[config.mk]
export PLATFORM = sky130hd
export DESIGN_NAME = ram_rd_check_flat
export DESIGN_NICKNAME = d
export VERILOG_FILES = /design/src/rtl/ram_rd_check_pkg.sv /design/src/rtl/ram_rd_check_if.sv /design/src/rtl/ram_rd_check_rd_lat_pipe.sv /design/src/rtl/ram_rd_check.sv /design/src/flat_wrapper.sv
export SDC_FILE = /design/constraint.sdc
export NUM_CORES = 1
export LEC_CHECK = 0
export CAP_MARGIN = 25
export CORE_UTILIZATION = 44
export CTS_BUF_LIST = sky130_fd_sc_hd__clkbuf_16
export DETAILED_ROUTE_END_ITERATION = 12
export PLACE_DENSITY_LB_ADDON = 0.05
export SYNTH_ARGS = -nofsm -noshare
export SYNTH_HDL_FRONTEND = slang
export SYNTH_HIERARCHICAL = 1
export SYNTH_SLANG_ARGS = --single-unit
export TNS_END_PERCENT = 5
[constraint.sdc]
create_clock -name sys_clk -period 2 [get_ports sys_clk]
set_input_delay 0.2 -clock sys_clk [delete_from_list [all_inputs] [get_ports sys_clk]]
set_output_delay 0.2 -clock sys_clk [all_outputs]
set_load 0.05 [all_outputs]
[src/rtl/ram_rd_check_pkg.sv]
// Shared definitions for the RAM read-side checker: FSM encoding, default geometry, expected pattern.
// Latency: n/a (types, constants and a pure function only).
// Backpressure: n/a.
package ram_rd_check_pkg;

  // Two-bit state encoding, shared with the write side so both agree on the sweep phases.
  typedef enum logic [1:0] {
    ST_IDLE  = 2'd0,
    ST_READ  = 2'd1,
    ST_DRAIN = 2'd2,
    ST_DONE  = 2'd3
  } state_t;

  localparam int DEF_DEPTH     = 32;
  localparam int DEF_AW        = 5;
  localparam int DEF_DW        = 8;
  localparam int DEF_DATA_BASE = 0;

  // Expected word for an address before truncation to the data width.
  // The write side stores the same pattern, so callers keep only the low DW bits.
  function automatic logic [31:0] exp_word(input logic [31:0] addr, input logic [31:0] base);
    return addr + base;
  endfunction

endpackage

[src/rtl/ram_rd_check_if.sv]
// Signal bundle between the read checker, the RAM read port and its consumer.
// Latency: n/a (wires only).
// Backpressure: none; rd_vld beats cannot be stalled by the consumer.
interface ram_rd_check_if
  import ram_rd_check_pkg::*;
#(
  parameter int AW = DEF_AW,
  parameter int DW = DEF_DW
);
  logic          start;
  logic          ram_rd_en;
  logic [AW-1:0] ram_rd_addr;
  logic [DW-1:0] ram_rd_data;
  logic          rd_vld;
  logic [DW-1:0] rd_data;
  logic          busy;
  logic          done;
  logic          err_flag;
  logic [AW:0]   err_cnt;

  // Checker side: drives the RAM read port and the status/beat outputs.
  modport master (
    input  start,
    input  ram_rd_data,
    output ram_rd_en,
    output ram_rd_addr,
    output rd_vld,
    output rd_data,
    output busy,
    output done,
    output err_flag,
    output err_cnt
  );

  // Environment side: write-side start, RAM data return, beat/status consumer.
  modport slave (
    output start,
    output ram_rd_data,
    input  ram_rd_en,
    input  ram_rd_addr,
    input  rd_vld,
    input  rd_data,
    input  busy,
    input  done,
    input  err_flag,
    input  err_cnt
  );

endinterface

[src/rtl/ram_rd_check_rd_lat_pipe.sv]
// Delay line carrying {issue-valid, address} alongside the RAM read latency.
// Latency: RD_LAT cycles from in_* to out_*.
// Backpressure: none; shifts every cycle, synchronous reset empties it.
module rd_lat_pipe #(
  parameter int RD_LAT = 1,
  parameter int AW     = 5
) (
  input  logic          clk,
  input  logic          rst,
  input  logic          in_vld,
  input  logic [AW-1:0] in_addr,
  output logic          out_vld,
  output logic [AW-1:0] out_addr
);

  logic [RD_LAT-1:0] vld_q;
  logic [AW-1:0]     addr_q [RD_LAT];

  // Shift issue tags one stage per cycle; reset drops every in-flight tag.
  always_ff @(posedge clk) begin
    if (rst) begin
      vld_q <= '0;
      for (int i = 0; i < RD_LAT; i++) addr_q[i] <= '0;
    end else begin
      vld_q[0]  <= in_vld;
      addr_q[0] <= in_addr;
      for (int i = 1; i < RD_LAT; i++) begin
        vld_q[i]  <= vld_q[i-1];
        addr_q[i] <= addr_q[i-1];
      end
    end
  end

  assign out_vld  = vld_q[RD_LAT-1];
  assign out_addr = addr_q[RD_LAT-1];

endmodule

[src/rtl/ram_rd_check.sv]
// Sweeps every RAM address once after start, forwards each word as a beat and checks it (RAM_RD_CHECK_EN).
// Latency: beat for address issued in cycle k appears in k+RD_LAT+1; done coincides with the last beat.
// Backpressure: none; start while busy is dropped, beats are never stalled.
module ram_rd_check
  import ram_rd_check_pkg::*;
#(
  parameter int DEPTH     = DEF_DEPTH,
  parameter int AW        = DEF_AW,
  parameter int DW        = DEF_DW,
  parameter int RD_LAT    = 1,
  parameter int DATA_BASE = DEF_DATA_BASE
) (
  input  logic           sys_clk,
  input  logic           sys_rst,
  ram_rd_check_if.master bus
);

  state_t        state_q, state_d;
  logic [AW-1:0] addr_q;
  logic [1:0]    drain_q;
  logic          last_addr;
  logic          start_acc;
  logic          pipe_vld;
  logic [AW-1:0] pipe_addr;
  logic          rd_vld_q;
  logic [DW-1:0] rd_data_q;
  logic          err_flag_q;
  logic [AW:0]   err_cnt_q;

  // Explicit terminal compare; the sweep never depends on the counter wrapping.
  assign last_addr = (addr_q == AW'(DEPTH - 1));
  assign start_acc = (state_q == ST_IDLE) && bus.start;

  // FSM state register.
  always_ff @(posedge sys_clk) begin
    if (sys_rst) state_q <= ST_IDLE;
    else         state_q <= state_d;
  end

  // Next-state: DRAIN lasts RD_LAT cycles so DONE lines up with the final beat's compare.
  always_comb begin
    state_d = state_q;
    case (state_q)
      ST_IDLE:  if (start_acc) state_d = ST_READ;
      ST_READ:  if (last_addr) state_d = ST_DRAIN;
      ST_DRAIN: if (drain_q == 2'(RD_LAT - 1)) state_d = ST_DONE;
      ST_DONE:  state_d = ST_IDLE;
      default:  state_d = ST_IDLE;
    endcase
  end

  // Address counter and drain timer; the address parks at 0 outside READ.
  always_ff @(posedge sys_clk) begin
    if (sys_rst) begin
      addr_q  <= '0;
      drain_q <= '0;
    end else begin
      if (state_q == ST_READ) addr_q <= last_addr ? '0 : addr_q + 1'b1;
      if (state_q == ST_DRAIN) drain_q <= drain_q + 1'b1;
      else                     drain_q <= '0;
    end
  end

  // The tag pipe pairs each returning word with the address that fetched it.
  rd_lat_pipe #(
    .RD_LAT (RD_LAT),
    .AW     (AW)
  ) u_lat_pipe (
    .clk      (sys_clk),
    .rst      (sys_rst),
    .in_vld   (state_q == ST_READ),
    .in_addr  (addr_q),
    .out_vld  (pipe_vld),
    .out_addr (pipe_addr)
  );

  // Register the returned word; rd_data holds its last beat between beats.
  always_ff @(posedge sys_clk) begin
    if (sys_rst) begin
      rd_vld_q  <= 1'b0;
      rd_data_q <= '0;
    end else begin
      rd_vld_q <= pipe_vld;
      if (pipe_vld) rd_data_q <= bus.ram_rd_data;
    end
  end

`ifdef RAM_RD_CHECK_EN
  logic [31:0]   exp_full;
  logic [DW-1:0] exp_dat;
  logic          mismatch;

  assign exp_full = exp_word(32'(pipe_addr), 32'(DATA_BASE));
  assign exp_dat  = exp_full[DW-1:0];
  assign mismatch = pipe_vld && (bus.ram_rd_data != exp_dat);

  // Sticky error status per sweep; cleared only by an accepted start, count saturates at DEPTH.
  always_ff @(posedge sys_clk) begin
    if (sys_rst) begin
      err_flag_q <= 1'b0;
      err_cnt_q  <= '0;
    end else if (start_acc) begin
      err_flag_q <= 1'b0;
      err_cnt_q  <= '0;
    end else if (mismatch) begin
      err_flag_q <= 1'b1;
      if (err_cnt_q != (AW+1)'(DEPTH)) err_cnt_q <= err_cnt_q + 1'b1;
    end
  end
`else
  logic unused_chk;

  // No comparator in this build: status is constant zero, the tag address is not consumed.
  assign unused_chk = ^{pipe_addr, 32'(DATA_BASE)};
  assign err_flag_q = 1'b0;
  assign err_cnt_q  = '0;
`endif

  assign bus.ram_rd_en   = (state_q == ST_READ);
  assign bus.ram_rd_addr = addr_q;
  assign bus.rd_vld      = rd_vld_q;
  assign bus.rd_data     = rd_data_q;
  assign bus.busy        = (state_q != ST_IDLE);
  assign bus.done        = (state_q == ST_DONE);
  assign bus.err_flag    = err_flag_q;
  assign bus.err_cnt     = err_cnt_q;

endmodule

[src/flat_wrapper.sv]
// flat-port wrapper written by rule: the top's interface ports become plain ports
module ram_rd_check_flat import ram_rd_check_pkg::*;
#(
  parameter int DEPTH     = DEF_DEPTH,
  parameter int AW        = DEF_AW,
  parameter int DW        = DEF_DW,
  parameter int RD_LAT    = 1,
  parameter int DATA_BASE = DEF_DATA_BASE
)
  (sys_clk, sys_rst, bus_start, bus_ram_rd_data, bus_ram_rd_en, bus_ram_rd_addr, bus_rd_vld, bus_rd_data, bus_busy, bus_done, bus_err_flag, bus_err_cnt);
  ram_rd_check_if #(.AW(AW), .DW(DW)) bus_i ();
  input  logic sys_clk;
  input  logic sys_rst;
  input wire logic [$bits(bus_i.start)-1:0] bus_start;
  input wire logic [$bits(bus_i.ram_rd_data)-1:0] bus_ram_rd_data;
  output wire logic [$bits(bus_i.ram_rd_en)-1:0] bus_ram_rd_en;
  output wire logic [$bits(bus_i.ram_rd_addr)-1:0] bus_ram_rd_addr;
  output wire logic [$bits(bus_i.rd_vld)-1:0] bus_rd_vld;
  output wire logic [$bits(bus_i.rd_data)-1:0] bus_rd_data;
  output wire logic [$bits(bus_i.busy)-1:0] bus_busy;
  output wire logic [$bits(bus_i.done)-1:0] bus_done;
  output wire logic [$bits(bus_i.err_flag)-1:0] bus_err_flag;
  output wire logic [$bits(bus_i.err_cnt)-1:0] bus_err_cnt;
  assign bus_i.start = bus_start;
  assign bus_i.ram_rd_data = bus_ram_rd_data;
  assign bus_ram_rd_en = bus_i.ram_rd_en;
  assign bus_ram_rd_addr = bus_i.ram_rd_addr;
  assign bus_rd_vld = bus_i.rd_vld;
  assign bus_rd_data = bus_i.rd_data;
  assign bus_busy = bus_i.busy;
  assign bus_done = bus_i.done;
  assign bus_err_flag = bus_i.err_flag;
  assign bus_err_cnt = bus_i.err_cnt;
  ram_rd_check #(.DEPTH(DEPTH), .AW(AW), .DW(DW), .RD_LAT(RD_LAT), .DATA_BASE(DATA_BASE)) u_core (.sys_clk(sys_clk), .sys_rst(sys_rst), .bus(bus_i));
endmodule
Yosys cells after proc, flatten, opt, wreduce, memory -nomap -nowiden

Index checks and enable logic that the tools add are counted.

RAM bits: 0
Input bits: 11
ROM bits: 0
Latch bits: 0
Word-level logic and storage cells: 27
Register bits after elaboration: 19
Output and inout port bits: 24
Memories kept: 0

Reduce and logical (&&, ||, !) cells: 6
Add/sub/neg operators: 2
Bitwise gates (word level): 1
Shift-type cells: 0
Multipliers: 0
Divide/modulo/power cells: 0
Eq/ne operators: 7
Multiplexer cells: 5
Magnitude comparators: 0

Operators by type and width:

| kind                | count |
|---|---|
| $pmux 2 s4          | 1 |
| $mux 2              | 3 |
| $ne 2x1->1 const B  | 3 |
| $add 5x1->5 const B | 1 |
| $eq 5x5->1 const B  | 1 |
| $mux 5              | 1 |
| $eq 2x2->1 const B  | 2 |
| $logic_not 2->1     | 2 |
| $reduce_and 3->1    | 1 |
| $add 2x1->2 const B | 1 |
| $eq 2x1->1 const B  | 1 |
| $reduce_bool 2->1   | 1 |
| $reduce_or 2->1     | 1 |
| $logic_and 1x1->1   | 1 |
| $not 1->1           | 1 |

Longest topological paths before layout

Gate-level depths: netlist (run 1).

Depth after elaboration: 4
Depth in mapped cells: 6
Depth with buffers taken out: 6

Modules after synthesis

The synthesis (run 1) kept the hierarchy.

By module, submodules not included:

| module       | area an instance (µm²) | sequential area each (µm²) | cells each | times used |
|---|---|---|---|---|
| ram_rd_check | 830.8                  | 360.3                      | 86         | 1 |
| rd_lat_pipe  | 157.7                  | 120.1                      | 12         | 1 |

Worst setup path after synthesis (run 1)

No wires, ideal clock.

Path type: register to register
From: reg u_core.addr_q[0], in the netlist u_core/bus.ram_rd_addr[0]
To: reg u_core.addr_q[3], in the netlist u_core/bus.ram_rd_addr[3]
Required time: 1.930 ns
Path buffers: 0
Slack: 0.097 ns
Period minus slack after synthesis: 1.903 ns
Setup time: 0.070 ns
Data arrival time: 1.834 ns
Stages on the path, launching flop included: 7
Cell sequence: dfxtp_1 ha_1 and3_1 ha_1 nand2b_2 or3_1 a21oi_1

Cells in the longest elaborated chain, start to end: 2
Elaborated cells on any way between the ends: 3
Classes of those cells: add/sub: 1; eq/ne: 1; mux: 1

RTL lines:

| item                                             | line                                   | source |
|---|---|---|
| start, declared                                  | ram_rd_check.sv:19                     | `logic [AW-1:0] addr_q;` |
| start signal, assigned                           | ram_rd_check.sv:58                     | `if (state_q == ST_READ) addr_q <= last_addr ? '0 : addr_q + 1'b1;` |
| $add 5x1->5 / $eq 5x5->1 (equally long branches) | ram_rd_check.sv:58, ram_rd_check.sv:31 |  |
| $mux 5 (*)                                       | ram_rd_check.sv:58                     |  |

Mark *: on every way between the ends. The rest lies on a longest branch, timed or not.
A chain may end at the register's enable or synchronous reset.

Final worst setup path (run 1)

From: reg u_core.state_q[0]
To: out bus_done

Cells in the longest elaborated chain, start to end: 1

RTL lines:

| item                   | line                | source |
|---|---|---|
| start, declared        | ram_rd_check.sv:18  | `state_t state_q, state_d;` |
| start signal, assigned | ram_rd_check.sv:37  | `else state_q <= state_d;` |
| $eq 2x2->1             | ram_rd_check.sv:124 | `assign bus.done = (state_q == ST_DONE);` |
| end, declared          | flat_wrapper.sv:21  | `output wire logic [$bits(bus_i.done)-1:0] bus_done;` |

No other way between the ends.

==> impl_metrics.yaml, run 1 <==
setup_path:
  cp_max_fo: 4
  reg2reg_depth: 6
  r2r_end: "u_core/bus.ram_rd_addr[3]"
  regToRegSetupSlack_ns: 0.26
  cp-end-kind: "primary output"
  r2r_start: "u_core/bus.ram_rd_addr[0]"
  cp.arrival_ns: 1.58
  crit_end: "bus_done"
  start_kind: "register"
  startpoint: "u_core/state_q[0]"
  worstSetupPathType: "register to primary output"
  required_ns: 1.80
finish:
  fillers: 155
  finish.utilization: 0.6716
  nNetsFinal: 135
  drive_above_1_share: 0.07759
  fin_cells: 141
  antenna_cells: 0
  syn_to_final_growth_pct: 39.71
timing:
  tightest_slew_ns: 0.5090
  finalHoldViolCount: 0
  rsz0062_at_grt: "no"
  hold_ws_ns: 0.4279
  worst_slack_ns: 0.2177
  setup_tns_ns: 0
  period_share: 0.8912
  relSlewSlack: 0.6596
  clock_skew_ns: 0.001517
  slew_violations: 0
  setup_violations: 0
  fin_crit_ns: 1.782
  fmax_mhz: 561.1
global_routing:
  use_met3: 0.07059
  grt_usage: 0.1669
  grt_util_met2: 0.2676
  grt-busiest-layer: "met2"
  antenna_found_initial: 0
  grt_max_degree: 14
  grt_first_pass_wirelength_um: 2477
  overflow: 0
  grt_util_met1: 0.2010
  grt_pass1_vias: 597
pwr:
  powerDensity_mw_per_mm2: 1358
  internal-power_uw: 974.0
  power_frac_clock: 0.250
  switching_power_uw: 652.4
  p_leak_nw: 0.4831
  combinationalPowerShare: 0.432
  swShare: 0.4011
  ir_drop_mv: 0.9144
  p_seq_frac: 0.319
drt:
  drt_iter0_markers: 10
  antenna_left: 0
  avgRoutedWirePerCell_um: 10.78
  drc: 0
  wl_um: 1520
  vias: 654
  first_pass_iters: 4
  viasPerCell: 4.638
run_status:
  status: "completed"
clock_tree:
  holdBufCountCts: 0
  cts-root-buf: "clkbuf_16"
  cts_setup_buffers: 0
  cts_resized: 0
  clock-sinks: 19
  cts_buffers: 3
  cts_tree: "yes"
  h-tree-depth: 1
  clk_path_buf_depth: 2
  clk_latency_ns: 0.25
  clk_pin_slew_worst_paths_ns: 0.05
die:
  ioPinCount: 35
  die_y_um: 46.14
  start_util: 0.4807
  core.rowCount: 15
  design.die.area_mm2: 0.002128
  core_area_mm2: 0.001783
  die_w_um: 46.14
synthesis:
  yosys_warnings: 6
  avgSynthCellArea_um2: 9.739
  synth_cells: 88
  netlist_area_um2: 857.1
flow_run:
  max_cap_violations: 0
hold_path:
  hold_path_class: "register to register"
placed_design:
  place.gp.congestion: 0.7574
  placed_cells: 137
  place_hpwl_um: 1107
  portBuffers: 27
  dp_slack_ns: 0.2687
[critical path, cell delays in order, from the launching register on]
cell,delay [ns]
dfxtp_1,0.38
ha_1,0.16
clkdlybuf4s50_1,0.79
[how the worst min path moves through the flow]
stage | start | end | slack (ns) | cells after the start
6_report | u_core/drain_q[0] | u_core/drain_q[0] | 0.43 | 1
2_1_floorplan | sys_rst | u_core/u_lat_pipe/out_vld | 0.27 | 1
4_1_cts | u_core/drain_q[0] | u_core/drain_q[0] | 0.43 | 1
3_3_place_gp | u_core/drain_q[0] | u_core/drain_q[0] | 0.41 | 1
3_5_place_dp | u_core/drain_q[0] | u_core/drain_q[0] | 0.42 | 1
5_1_grt | u_core/drain_q[0] | u_core/drain_q[0] | 0.46 | 1
[placed cells by master, fill, tap and decap left out, drive strengths merged]
cell type,instances
nor2,12
a21oi,3
nand3,1
conb,7
clkbuf,3
nor3,1
nor4bb,1
clkdlybuf4s50,25
inv,7
a31oi,2
mux2i,11
nand2b,3
dfxtp,19
ha,7
clkinv,1
o21a,1
and3,1
nor3b,2
o221a,1
buf,3
or3,1
nor2b,2
o21ai,2
[routing by layer]
metal | up-vias | wire length [um]
met5 | - | 0
met4 | 0 | 11
met1 | 298 | 706
met2 | 22 | 709
li1 | 332 | -
met3 | 2 | 92
[power groups by stage]
stage | Combinational (mW) | Sequential [mW] | Clock [mW]
CTS | 0.711 | 0.521 | 0.418
global route | 0.756 | 0.534 | 0.434
floorplan | 0.429 | 0.625 | 0
global placement | 0.698 | 0.524 | 0
detailed placement | 0.707 | 0.527 | 0
finish | 0.702 | 0.518 | 0.406
[flip-flops by register name, indices dropped and copies added (netlist names)]
register                   cells
u_core/bus.ram_rd_addr         5
u_core/bus.rd_data             8
u_core/bus.rd_vld              1
u_core/drain_q                 2
u_core/state_q                 2
u_core/u_lat_pipe/out_vld      1
[cell type report]
cell class              count  area [um2]  area share
repair buffers             28       272.8      0.2278
inverters                   7       26.28     0.02194
flip-flops and latches     19       380.4      0.3177
clock buffers               3       75.07     0.06270
well taps                  25       31.28     0.02612
multi-input cells          58       406.6      0.3396
clock inverters             1       5.005    0.004180
[through the flow]
stage               area (um2)  power [mW]
floorplan                879.6       1.054
global placement          1117       1.222
detailed placement        1117       1.234
CTS                       1197       1.650
global route              1197       1.723
finish                    1197       1.626
(Power assumes the default switching activity.)
==> run 2, diff against run 1 <==
--- a/config.mk
+++ b/config.mk
@@ -7,4 +7,5 @@
 export LEC_CHECK = 0
 export CAP_MARGIN = 25
+export CORE_MARGIN = 2
 export CORE_UTILIZATION = 44
 export CTS_BUF_LIST = sky130_fd_sc_hd__clkbuf_16
==> constraint.sdc (replaced) <==
create_clock -name sys_clk -period 2 [get_ports sys_clk]
set_input_delay 0.2 -clock sys_clk [delete_from_list [all_inputs] [get_ports sys_clk]]
set_output_delay 0.2 -clock sys_clk [all_outputs]
set_load 0.01 [all_outputs]
==> run 2 against run 1 <==
Net effect: die area up 8.9%; sequential share of layout area decreased by 0.099 points; global-route usage fell by 0.69 points; critical path depth rose by 1; combinational power decreased by 30%; highest routed layer unchanged.
==> impl_metrics.yaml, run 2 (synthesized netlist as in run 1, its figures left out) <==
drt:
  viasPerCell: 4.730
  first_pass_iters: 3
  vias: 667
  drt_iter0_markers: 4
  drc: 0
  avgRoutedWirePerCell_um: 11.43
  antenna_left: 0
  wl_um: 1612
finish:
  fillers: 147
  final_area_mm2: 0.001201
  final_common_cell: "clkdlybuf4s50_1"
  largest_reg_flops: 8
  drive_above_1_share: 0.05172
  antenna_cells: 0
  nNetsFinal: 135
  syn_to_final_growth_pct: 40.15
  layout_common_cells: "clkdlybuf4s50_1 (27), dfxtp_1 (19), nor2_1 (12)"
global_routing:
  grt_first_pass_wirelength_um: 2463
  antenna_found_initial: 0
  grt_max_degree: 14
  grt_pass1_vias: 602
  overflow: 0
  grt_usage: 0.1600
timing:
  setup_tns_ns: 0
  finalHoldViolCount: 0
  clock_skew_ns: 0.006605
  worst_slack_ns: 0.1531
  fmax_mhz: 541.4
  rsz0062_at_grt: "no"
  slew_violations: 0
  period_share: 0.9235
  setup_violations: 0
  hold_ws_ns: 0.4267
  fin_crit_ns: 1.847
run_status:
  status: "completed"
placed_design:
  dp_slack_ns: 0.2601
  place_hpwl_um: 1223
  place.gp.congestion: 0.7699
  placed_cell_area_mm2: 0.001122
  portBuffers: 27
clock_tree:
  cts_buffers: 3
  clk_latency_ns: 0.25
  clk_pin_slew_worst_paths_ns: 0.05
  cts_tree: "yes"
  h-tree-depth: 1
  holdBufCountCts: 0
  clock-sinks: 19
  clk_path_buf_depth: 2
  cts_resized: 0
  cts_setup_buffers: 0
  cts-root-buf: "clkbuf_16"
die:
  start_util: 0.4807
  die_y_um: 48.14
  core.rowCount: 15
  core_area_mm2: 0.001783
  ioPinCount: 35
  die_w_um: 48.14
  design.die.area_mm2: 0.002317
pwr:
  ir_drop_mv: 0.7315
  p_leak_nw: 0.4816
  powerDensity_mw_per_mm2: 1175
setup_path:
  worstSetupPathType: "register to primary output"
  cp.arrival_ns: 1.65
  cp_max_fo: 9
  r2r_start: "u_core/bus.ram_rd_addr[0]"
  required_ns: 1.80
  startpoint: "u_core/state_q[1]"
  cp-end-kind: "primary output"
  start_kind: "register"
hold_path:
  hold_path_class: "register to register"
  min_from: "u_core/drain_q[0]"
flow_run:
  max_cap_violations: 0
## run 2: changes by cell type in the layout (fill, tap and decap cells not counted)
cell             before  now
buf_4                 3    1
clkdlybuf4s50_1      25   27
clkinv_2              1    0
inv_1                 7    8
## run 2: power breakdown
| part | switching, mW | internal (mW) | total, mW | leakage, nW |
|---|---|---|---|---|
| combinational | 0.222 | 0.272 | 0.494 | 0.285 |
| clock | 0.133 | 0.265 | 0.398 | 0.0423 |
| sequential | 0.0716 | 0.447 | 0.519 | 0.154 |
| total | 0.426 | 0.985 | 1.41 | 0.482 |
## run 2: final cells by class
| class | instances | area [um2] | share of cell area |
|---|---|---|---|
| clock inverters | 1 | 3.754 | 0.003125 |
| inverters | 7 | 26.28 | 0.02188 |
| flip-flops and latches | 19 | 380.4 | 0.3167 |
| multi-input cells | 58 | 406.6 | 0.3385 |
| clock buffers | 3 | 75.07 | 0.06250 |
| repair buffers | 28 | 277.8 | 0.2313 |
| well taps | 25 | 31.28 | 0.02604 |
## run 2: critical path, cell delays in order (launching register included)
cell             delay [ns]
dfxtp_1                0.34
inv_1                  0.08
ha_1                   0.37
clkdlybuf4s50_1        0.61
## run 2: worst paths after layout
check / endpoint / slack, ns / cells after the start
setup / recovery: bus_ram_rd_en / 0.15 / 3
hold reg to reg: u_core/drain_q[0] / 0.43 / 1
hold / removal: u_core/drain_q[0] / 0.43 / 1
setup reg to reg: u_core/bus.ram_rd_addr[3] / 0.25 / 6
## run 2: stage by stage
step | util | cells | power [mW]
after floorplan | - | 94 | 0.8217
after global placement | 0.6295 | 137 | 1.005
after detailed placement | 0.6295 | 137 | 1.022
after CTS | 0.6737 | 141 | 1.428
after global routing | 0.6737 | 141 | 1.507
final | 0.6737 | 141 | 1.411
## run 2: per-layer routing
layer	vias up	routed length (um)	GRT usage
met3	4	77	0.03704
met2	23	815	0.2613
li1	332	-	-
met1	308	692	0.1858
met5	-	0	0
met4	0	27	0.1081
==> run 3, diff against run 2 <==
- CAP_MARGIN: 25 -> 20
==> results of run 3 <==
No change in the layout: final DEF, timing and power equal those of run 2.
